## config.mk

```make
export PLATFORM = sky130hd
export DESIGN_NAME = if_fetch_stage
export DESIGN_NICKNAME = d
export VERILOG_FILES = /design/src/rtl/if_fetch_stage.sv
export SDC_FILE = /design/constraint.sdc
export NUM_CORES = 1
export LEC_CHECK = 0
export ABC_CLOCK_PERIOD_IN_PS = 2830
export CAP_MARGIN = 20
export CORE_MARGIN = 2
export CORE_UTILIZATION = 45
export CTS_CLUSTER_SIZE = 20
export DETAILED_ROUTE_END_ITERATION = 10
export GPL_ROUTABILITY_DRIVEN = 0
export GPL_TIMING_DRIVEN = 0
export PLACE_DENSITY_LB_ADDON = 0.25
export SYNTH_ARGS = -nofsm -noshare
export SYNTH_HDL_FRONTEND = slang
export SYNTH_SLANG_ARGS = --single-unit
```

## constraint.sdc

```tcl
create_clock -name clk -period 2.83 [get_ports clk]
set_input_delay 0.566 -clock clk [delete_from_list [all_inputs] [get_ports clk]]
set_output_delay 0.566 -clock clk [all_outputs]
set_load 0.01 [all_outputs]
```

## src/rtl/if_fetch_stage.sv

```systemverilog
// ---------------------------------------------------------------------------
// if_fetch_stage
//   Instruction-fetch stage feeding the IF/ID pipeline register. Owns the
//   fetch PC, issues one outstanding request at a time on a req/gnt/rvalid
//   instruction-memory port, buffers the returned instruction until the
//   downstream register accepts it, and applies redirects from later stages.
//   A response is discarded when a redirect has made it stale.
//
// Ports
//   clk            : clock, rising edge
//   rst_n          : asynchronous active-low reset
//   stall_n        : downstream accept (IF/ID register loads when 1)
//   redirect_valid : redirect fetch to redirect_pc
//   redirect_pc    : redirect target (bits [1:0] forced to zero)
//   imem_req       : memory request valid
//   imem_addr      : request address (current fetch PC)
//   imem_gnt       : request accepted this cycle
//   imem_rvalid    : response valid
//   imem_rdata     : response instruction
//   pc_if_o        : PC of the buffered instruction
//   instr_if_o     : buffered instruction
//   inst_valid_o   : buffer holds a valid instruction
//   bubble_o       : IF/ID flush, ~inst_valid_o | redirect_valid
//
// state | meaning
// ------+------------------------------------------------------------
// BOOT  | one idle cycle after reset, no request
// REQ   | request driven at pc_r, waiting for gnt
// WAIT  | request granted, waiting for rvalid (drop marks it stale)
// HOLD  | instruction buffered, waiting for downstream accept
// ---------------------------------------------------------------------------
module if_fetch_stage #(
   parameter int               XLEN     = 64,
   parameter int               INST_LEN = 32,
   parameter logic [XLEN-1:0]  RESET_PC = 'h8000_0000
) (
   input  logic                clk,
   input  logic                rst_n,
   input  logic                stall_n,
   input  logic                redirect_valid,
   input  logic [XLEN-1:0]     redirect_pc,
   output logic                imem_req,
   output logic [XLEN-1:0]     imem_addr,
   input  logic                imem_gnt,
   input  logic                imem_rvalid,
   input  logic [INST_LEN-1:0] imem_rdata,
   output logic [XLEN-1:0]     pc_if_o,
   output logic [INST_LEN-1:0] instr_if_o,
   output logic                inst_valid_o,
   output logic                bubble_o
);

   typedef enum logic [1:0] {
      S_BOOT = 2'd0,
      S_REQ  = 2'd1,
      S_WAIT = 2'd2,
      S_HOLD = 2'd3
   } state_t;

   state_t              state_q, state_d;
   logic [XLEN-1:0]     pc_q, pc_d;
   logic                drop_q, drop_d;
   logic [XLEN-1:0]     buf_pc_q, buf_pc_d;
   logic [INST_LEN-1:0] buf_instr_q, buf_instr_d;
   logic                valid_q, valid_d;
   logic [XLEN-1:0]     redirect_tgt;

   assign redirect_tgt = {redirect_pc[XLEN-1:2], 2'b00};

   always_ff @(posedge clk or negedge rst_n) begin
      if (!rst_n) begin
         state_q     <= S_BOOT;
         pc_q        <= RESET_PC;
         drop_q      <= 1'b0;
         buf_pc_q    <= '0;
         buf_instr_q <= '0;
         valid_q     <= 1'b0;
      end else begin
         state_q     <= state_d;
         pc_q        <= pc_d;
         drop_q      <= drop_d;
         buf_pc_q    <= buf_pc_d;
         buf_instr_q <= buf_instr_d;
         valid_q     <= valid_d;
      end
   end

   always_comb begin
      state_d     = state_q;
      pc_d        = pc_q;
      drop_d      = drop_q;
      buf_pc_d    = buf_pc_q;
      buf_instr_d = buf_instr_q;
      valid_d     = valid_q;
      imem_req    = 1'b0;
      case (state_q)
         S_BOOT: state_d = S_REQ;
         S_REQ: begin
            imem_req = 1'b1;
            if (redirect_valid) pc_d = redirect_tgt;
            if (imem_gnt) begin
               state_d = S_WAIT;
               // a redirect accepted together with gnt makes the response stale
               drop_d  = redirect_valid;
            end
         end
         S_WAIT: begin
            if (imem_rvalid) begin
               state_d = S_REQ;
               if (drop_q) begin
                  drop_d = 1'b0;
                  if (redirect_valid) pc_d = redirect_tgt;
               end else if (redirect_valid) begin
                  pc_d = redirect_tgt;
               end else begin
                  buf_instr_d = imem_rdata;
                  buf_pc_d    = pc_q;
                  pc_d        = pc_q + XLEN'(4);
                  valid_d     = 1'b1;
                  state_d     = S_HOLD;
               end
            end else if (redirect_valid) begin
               pc_d   = redirect_tgt;
               drop_d = 1'b1;
            end
         end
         S_HOLD: begin
            if (redirect_valid) begin
               valid_d = 1'b0;
               pc_d    = redirect_tgt;
               state_d = S_REQ;
            end else if (stall_n) begin
               valid_d = 1'b0;
               state_d = S_REQ;
            end
         end
         default: state_d = S_BOOT;
      endcase
   end

   assign imem_addr    = pc_q;
   assign pc_if_o      = buf_pc_q;
   assign instr_if_o   = buf_instr_q;
   assign inst_valid_o = valid_q;
   assign bubble_o     = ~valid_q | redirect_valid;

endmodule

```

==> results of run 1 <==
cell families (layout without fill, tap and decap cells):
| family | count (synthesis) | in the layout | share of synthesized area |
|---|---|---|---|
| adders and majority gates | 6 | 6 | 0.00923 |
| and+or+nand+nor | 263 | 263 | 0.180 |
| muxes | 100 | 100 | 0.138 |
| buffers and inverters | 61 | 359 | 0.0295 |
| AOI/OAI and AO/OA | 171 | 171 | 0.139 |
| DFF | 164 | 164 | 0.505 |
Yosys cell counts, types with 8 or more instances:
| cell | count | share of area |
|---|---|---|
| and2_1 | 9 | 0.0069 |
| nand3_1 | 43 | 0.026 |
| and4_1 | 12 | 0.013 |
| a21oi_1 | 42 | 0.026 |
| clkbuf_1 | 39 | 0.018 |
| o21ai_1 | 8 | 0.0049 |
| and3_1 | 14 | 0.011 |
| nand2_1 | 43 | 0.020 |
| o211ai_1 | 9 | 0.0083 |
| inv_1 | 9 | 0.0042 |
| o22a_1 | 9 | 0.0097 |
| mux2_2 | 96 | 0.13 |
| nor2_1 | 47 | 0.022 |
| or3_1 | 8 | 0.0062 |
| dfrtp_1 | 163 | 0.50 |
| or4_1 | 10 | 0.0092 |
| o21ai_0 | 24 | 0.015 |
| o22ai_1 | 9 | 0.0069 |
| nor4_1 | 13 | 0.010 |
| nor3_1 | 17 | 0.010 |
| a22oi_1 | 15 | 0.014 |
| a31oi_1 | 11 | 0.0085 |
| nand4_1 | 24 | 0.018 |
power by group through the flow:
stage / clock network [mW] / logic, mW / registers (mW)
2_1_floorplan: 0 / 2.17 / 4.91
3_3_place_gp: 0 / 5.71 / 4.63
3_5_place_dp: 0 / 5.80 / 4.68
4_1_cts: 2.37 / 5.85 / 4.65
5_1_grt: 2.47 / 6.28 / 4.88
6_report: 2.36 / 5.91 / 4.69
repair_timing:
item                                    4_1_cts  5_1_grt
resized for setup                            24       21
endpoints found under the setup margin      109       70
pin swaps                                     1        5
hold endpoints to repair                      0        0
buffers inserted                              0        2
cloned                                        0        1
worst max-delay path: stages:
cell and delay, ns:
clkdlybuf4s50_1 0.48, inv_1 0.12, clkbuf_4 0.23, clkbuf_8 0.22
clkbuf_8 0.21, nand2_1 0.06, dlygate4sd2_1 0.28
per-layer routing:
metal / track usage / up-vias
met5: 0 / -
met4: 0.115 / 0
met3: 0.103 / 69
met2: 0.449 / 525
met1: 0.373 / 3850
li1: - / 3483
area by class of cell:
| cell class | count | area, um2 | share of cell area |
|---|---|---|---|
| tap | 229 | 287 | 0.0242 |
| sequential | 164 | 4110 | 0.347 |
| inverter | 9 | 33.8 | 0.00286 |
| multi-input combinational | 540 | 3870 | 0.328 |
| clock buffer | 18 | 439 | 0.0371 |
| buffer | 51 | 253 | 0.0214 |
| clock inverter | 14 | 150 | 0.0127 |
| timing repair buffer | 267 | 2690 | 0.227 |
worst max path at each step:
stage / end / cells past startpoint / slack (ns)
2_1_floorplan: imem_addr[57]$_DFFE_PN0P_ / 8 / 0.22
3_3_place_gp: instr_if_o[23]$_DFFE_PN0P_ / 1 / -5.91
3_5_place_dp: bubble_o / 7 / -1.10
4_1_cts: imem_addr[15]$_DFFE_PN0P_ / 9 / -0.005
5_1_grt: imem_addr[57]$_DFFE_PN0P_ / 8 / -0.02
6_report: bubble_o / 7 / 0.08
state kept, by name, indices dropped and copies added (netlist names):
| signal | cells |
|---|---|
| imem_addr | 64 |
| pc_if_o | 64 |
| drop_q | 1 |
| state_q | 2 |
| instr_if_o | 32 |
| inst_valid_o | 1 |
placed cells by master, fill, tap and decap left out, types with 10 or more instances in the layout:
cell type and count:
or4_1 10, clkdlybuf4s50_1 260, o21ai_0 24, nor4_1 10, nand3_1 43, nor2_1 47
nor3_1 17, nand4_1 24, clkbuf_2 10, mux2_2 96, dfrtp_1 162, a21oi_1 42
and3_1 14, a22oi_1 15, a31oi_1 11, nand2_1 43, and4_1 12, clkbuf_1 25
clkbuf_16 17
==> impl_metrics.tcl, run 1 <==
set metrics [dict create \
    antenna_found_initial 0 \
    p_sw_mw 4.94 \
    cts_sinks 164 \
    clk_pin_slew_ns 0.06 \
    wl_met3_um 3290 \
    fmax_mhz 363 \
    antenna_cells 0 \
    p_comb_frac 0.456 \
    power_mw 13.0 \
    initial_utilization 0.456 \
    outcome "complete, no violations" \
    drive_above_1_share 0.167 \
    hpwl_um 19800 \
    worstPathArrival_ns 2.19 \
    ys_ff_latch 164 \
    wl_met2_um 12900 \
    fill_cells 1433 \
    stdcell_area_um2 11800 \
    async_flop_share 1.00 \
    crit_fanout 10 \
    p_leak_nw 4.76 \
    rows 49 \
    clock_skew_ns 0.00954 \
    rrSetupSlack_ns 0.10 \
    dpl.cell_count 1258 \
    finalSetupViolations 0 \
    slew_violations 0 \
    yosysSeqAreaShare 0.505 \
    grt_max_degree 99 \
    ant_nets 0 \
    clockBufferDepth 2 \
    crit_required_ns 2.26 \
    p_int_mw 8.02 \
    tns_ns 0 \
    rr_worst_depth 7 \
    relSlewSlack 0.411 \
    via_per_inst 6.14 \
    die_h_um 138 \
    setup_ws_ns 0.0761 \
    critPathLaunch "redirect_valid" \
    routed_wl_um 28100 \
    startpoint_type "input port" \
    cts_htree_levels 4 \
    nNetsFinal 1158 \
    core_area_um2 17800 \
    postSynthAreaPerCell_um2 10.6 \
    grt-ovfl-total 0 \
    seqPwrFrac 0.362 \
    max-cap-violations 0 \
    synth_area_um2 8130 \
    cts-root-buf "clkbuf_16" \
    fin_crit_sh 0.973 \
    worst_slew_pin_slew_ns 0.876 \
    p_per_area_nw_per_um2 1100 \
    place_area_um2 11100 \
    finish.utilization 0.663 \
    hold_buffers 0 \
    die-width_um 138 \
    dr_total_vias 7927 \
    cts_made_buffers 17 \
    cts_tree "done" \
    grt_pass1_vias 7821 \
    syn_nets 873 \
    ir_worst_vdd_uv 546 \
    netlist_instances 765 \
    syn2layout_area_growth_pct 45.5 \
    fin_crit_ns 2.75 \
    yosysWarnings 0 \
    wire_per_inst_um 21.8 \
    routed.top_layer "met4" \
    worstSkewPairLatency_ns 0.44 \
    portBuffers 262 \
    ys_types 59 \
    worstSetupPathType "in -> out" \
    r2r-end "imem_addr[45]$_DFFE_PN0P_" \
    synth_ff_type "dfrtp_1" \
    layout.cells.non_filler 1292 \
    ios 265 \
    hold_path.class "in -> async" \
    synth_edf_count 0 \
    dr.pass1.iters 6 \
    wl_met1_um 11200 \
    dp_slack_ns -1.10 \
    r2r-start "imem_addr[10]$_DFFE_PN0P_" \
    clkPwrFrac 0.182 \
    die_area_um2 19200 \
    route.detailed.drc 0 \
    hold_violations 0 \
    grt_pass1_wl_um 43900 \
    first_iter_violations 983 \
    holdWs_ns 0.0566 \
    swShare 0.381 \
    worstSetupEndpointType "output pin" \
    grt_usage 0.290 \
]
Note: power is estimated with default switching activity, not from simulation.
==> inputs of run 2 (changes only) <==
ABC_AREA = 1   (was default)
CAP_MARGIN = 25   (was 20)
==> run 2 against run 1 <==
Compared with the run above:
- final area is 8.9% higher
- sequential power hardly changed
- global-route usage is 1.5 points higher
- largest cell class is now multi-input combinational cells
- die area is 14% higher
- fmax is 4.6% higher
- sequential share of layout area is 2.8 points lower
- first-iteration DRC count is 4.8% higher
- setup slack better by 0.12 ns
- largest power group unchanged
- total power is 8.2% higher
- highest routed layer unchanged
- clock power is 8% higher
- synthesized cell count is 64% higher
==> impl_metrics.tcl, run 2 <==
set metrics [dict create \
    outcome "complete, no violations" \
    antenna_cells 0 \
    antenna_found_initial 0 \
    layout_common_cells "330 x nand2_1, 260 x clkdlybuf4s50_1, 205 x nor2_1" \
    rsz0062_at_grt "false" \
    ys_types 39 \
    via_per_inst 5.44 \
    cts_made_buffers 17 \
    synth_ff_type "dfrtp_1" \
    route.detailed.drc 0 \
    stdcell_area_um2 12900 \
    hpwl_um 25200 \
    cts_htree_levels 4 \
    grt_usage 0.305 \
    fmax_mhz 380 \
    dr_total_vias 9886 \
    slew_violations 0 \
    grt_pass1_vias 9250 \
    worstSetupPathType "in -> out" \
    fin_crit_ns 2.63 \
    grt_max_degree 86 \
    synthTopCellsByCount "330 x nand2_1, 205 x nor2_1, 163 x dfrtp_1, 116 x inv_1, 86 x o21ai_0" \
    initial_utilization 0.458 \
    hold_path.class "in -> async" \
    syn2layout_area_growth_pct 38.9 \
    hold_buffers 0 \
    cts_tree "done" \
    synth_top_area_frac 0.440 \
    max-cap-violations 0 \
    post-synth-top-area-cell "dfrtp_1" \
    clock_skew_ns 0.0125 \
    nNetsFinal 1644 \
    routed_wl_um 33300 \
    worstSetupEndpointType "output pin" \
    die-width_um 148 \
    synth_edf_count 0 \
    worst_slew_pin_slew_ns 0.782 \
    worstPathArrival_ns 2.07 \
    cts_setup_buffers 0 \
    ir_worst_vdd_uv 559 \
    clockBufferDepth 2 \
    synth_area_um2 9270 \
    postSynthAreaPerCell_um2 7.39 \
    drive_above_1_share 0.0860 \
    synth.area.top_cells "dfrtp_1 44%, nand2_1 13%, nor2_1 8.3%" \
    crit_required_ns 2.26 \
    place_area_um2 12300 \
    fin_crit_sh 0.930 \
    portBuffers 261 \
    power_mw 14.0 \
    synth.most_common_cell "nand2_1" \
    rows 52 \
    netlist_instances 1255 \
    dr.pass1.iters 6 \
    holdWs_ns 0.130 \
    p_leak_nw 5.94 \
    cts-resized-gates 0 \
    ant_nets 0 \
    p_per_area_nw_per_um2 1090 \
    wire_per_inst_um 18.3 \
    first_iter_violations 1030 \
    syn_nets 1363 \
    tns_ns 0 \
    crit_fanout 10 \
    ios 265 \
    clk_pin_slew_ns 0.06 \
    core_area_um2 20200 \
    grt_pass1_wl_um 51400 \
    finalSetupViolations 0 \
    finish.utilization 0.637 \
    yosysSeqAreaShare 0.443 \
    die_h_um 148 \
    cts-root-buf "clkbuf_16" \
    final_common_cell "nand2_1" \
    yosysWarnings 0 \
    die_area_um2 21800 \
    relSlewSlack 0.478 \
    grt-ovfl-total 0 \
    hold_violations 0 \
    cts_sinks 164 \
    async_flop_share 1.00 \
    startpoint_type "input port" \
    worstSkewPairLatency_ns 0.43 \
    ys_ff_latch 164 \
]
[run 2: changes by cell type after synthesis, sizes merged, moves of 16 or more]
cell | before | now
nor2 | 47 | 231
nand3 | 45 | 77
mux2 | 96 | 42
nor4 | 16 | 0
o21ai | 32 | 108
nand2 | 43 | 338
inv | 9 | 122
[run 2: path summary, 6_finish.rpt]
| kind | endpoint | start | slack, ns | cells after the start |
|---|---|---|---|---|
| worst max-delay path | bubble_o | redirect_valid | 0.20 | 6 |
| worst min-delay path | instr_if_o[11]$_DFFE_PN0P_ | rst_n | 0.13 | 1 |
| worst max register to register | imem_addr[2]$_DFFE_PN0P_ | state_q[1]$_DFFE_PN0P_ | 0.38 | 8 |
| worst min register to register | pc_if_o[23]$_DFFE_PN0P_ | pc_if_o[23]$_DFFE_PN0P_ | 0.48 | 2 |
| max in group asynchronous | imem_addr[49]$_DFFE_PN0P_ | rst_n | 1.85 | 2 |
| min in group clk | pc_if_o[23]$_DFFE_PN0P_ | pc_if_o[23]$_DFFE_PN0P_ | 0.48 | 2 |
[run 2: final cells by class]
cell class,count,area [um2]
fill,1752,7350
multi-input combinational,915,4490
sequential,164,4110
timing repair buffer,262,2650
inverter,123,462
clock buffer,20,447
tap,270,338
buffer,53,218
clock inverter,9,178
[run 2: per-layer routing]
metal | up-vias | wire length (um) | global-route usage
met5 | - | 0 | 0
met4 | 0 | 1290 | 0.129
met3 | 93 | 3590 | 0.0762
met2 | 597 | 15300 | 0.486
met1 | 4608 | 13100 | 0.398
li1 | 4588 | - | -
[run 2: per-stage QoR]
stage          instances  setup slack, ns
2_1_floorplan       1255            0.984
3_5_place_dp        1787            0.226
5_1_grt             1816            0.115
4_1_cts             1816            0.213
6_report            1816            0.198
3_3_place_gp        1786            -5.70
[run 2: worst max-delay path, cell delays in order]
cell             delay (ns)
buf_2                  0.17
clkinv_1               0.19
buf_2                  0.26
buf_2                  0.25
nand2_1                0.09
clkdlybuf4s50_1        0.54
[run 2: report_power, final]
| part | switching (mW) | internal [mW] | leakage (nW) | total, mW |
|---|---|---|---|---|
| logic | 3.62 | 3.20 | 3.60 | 6.82 |
| registers | 1.20 | 3.47 | 2.03 | 4.67 |
| clock network | 0.963 | 1.58 | 0.306 | 2.54 |
| total | 5.78 | 8.25 | 5.94 | 14.0 |
[run 2: logic make-up after synthesis]
kind of cell    after synthesis  share of synthesized area
compound gates              178                      0.101
xor+xnor                      6                    0.00567
fa+ha+maj                     6                    0.00809
buf+inv                     176                     0.0733
flops                       164                      0.443
mux                          42                     0.0510
simple gates                683                      0.318
==> inputs of run 3 (changes only) <==
SKIP_LAST_GASP = 1   (was default)
==> results of run 3 <==
Same layout as run 2: the final DEF is identical, and so are final timing and power.
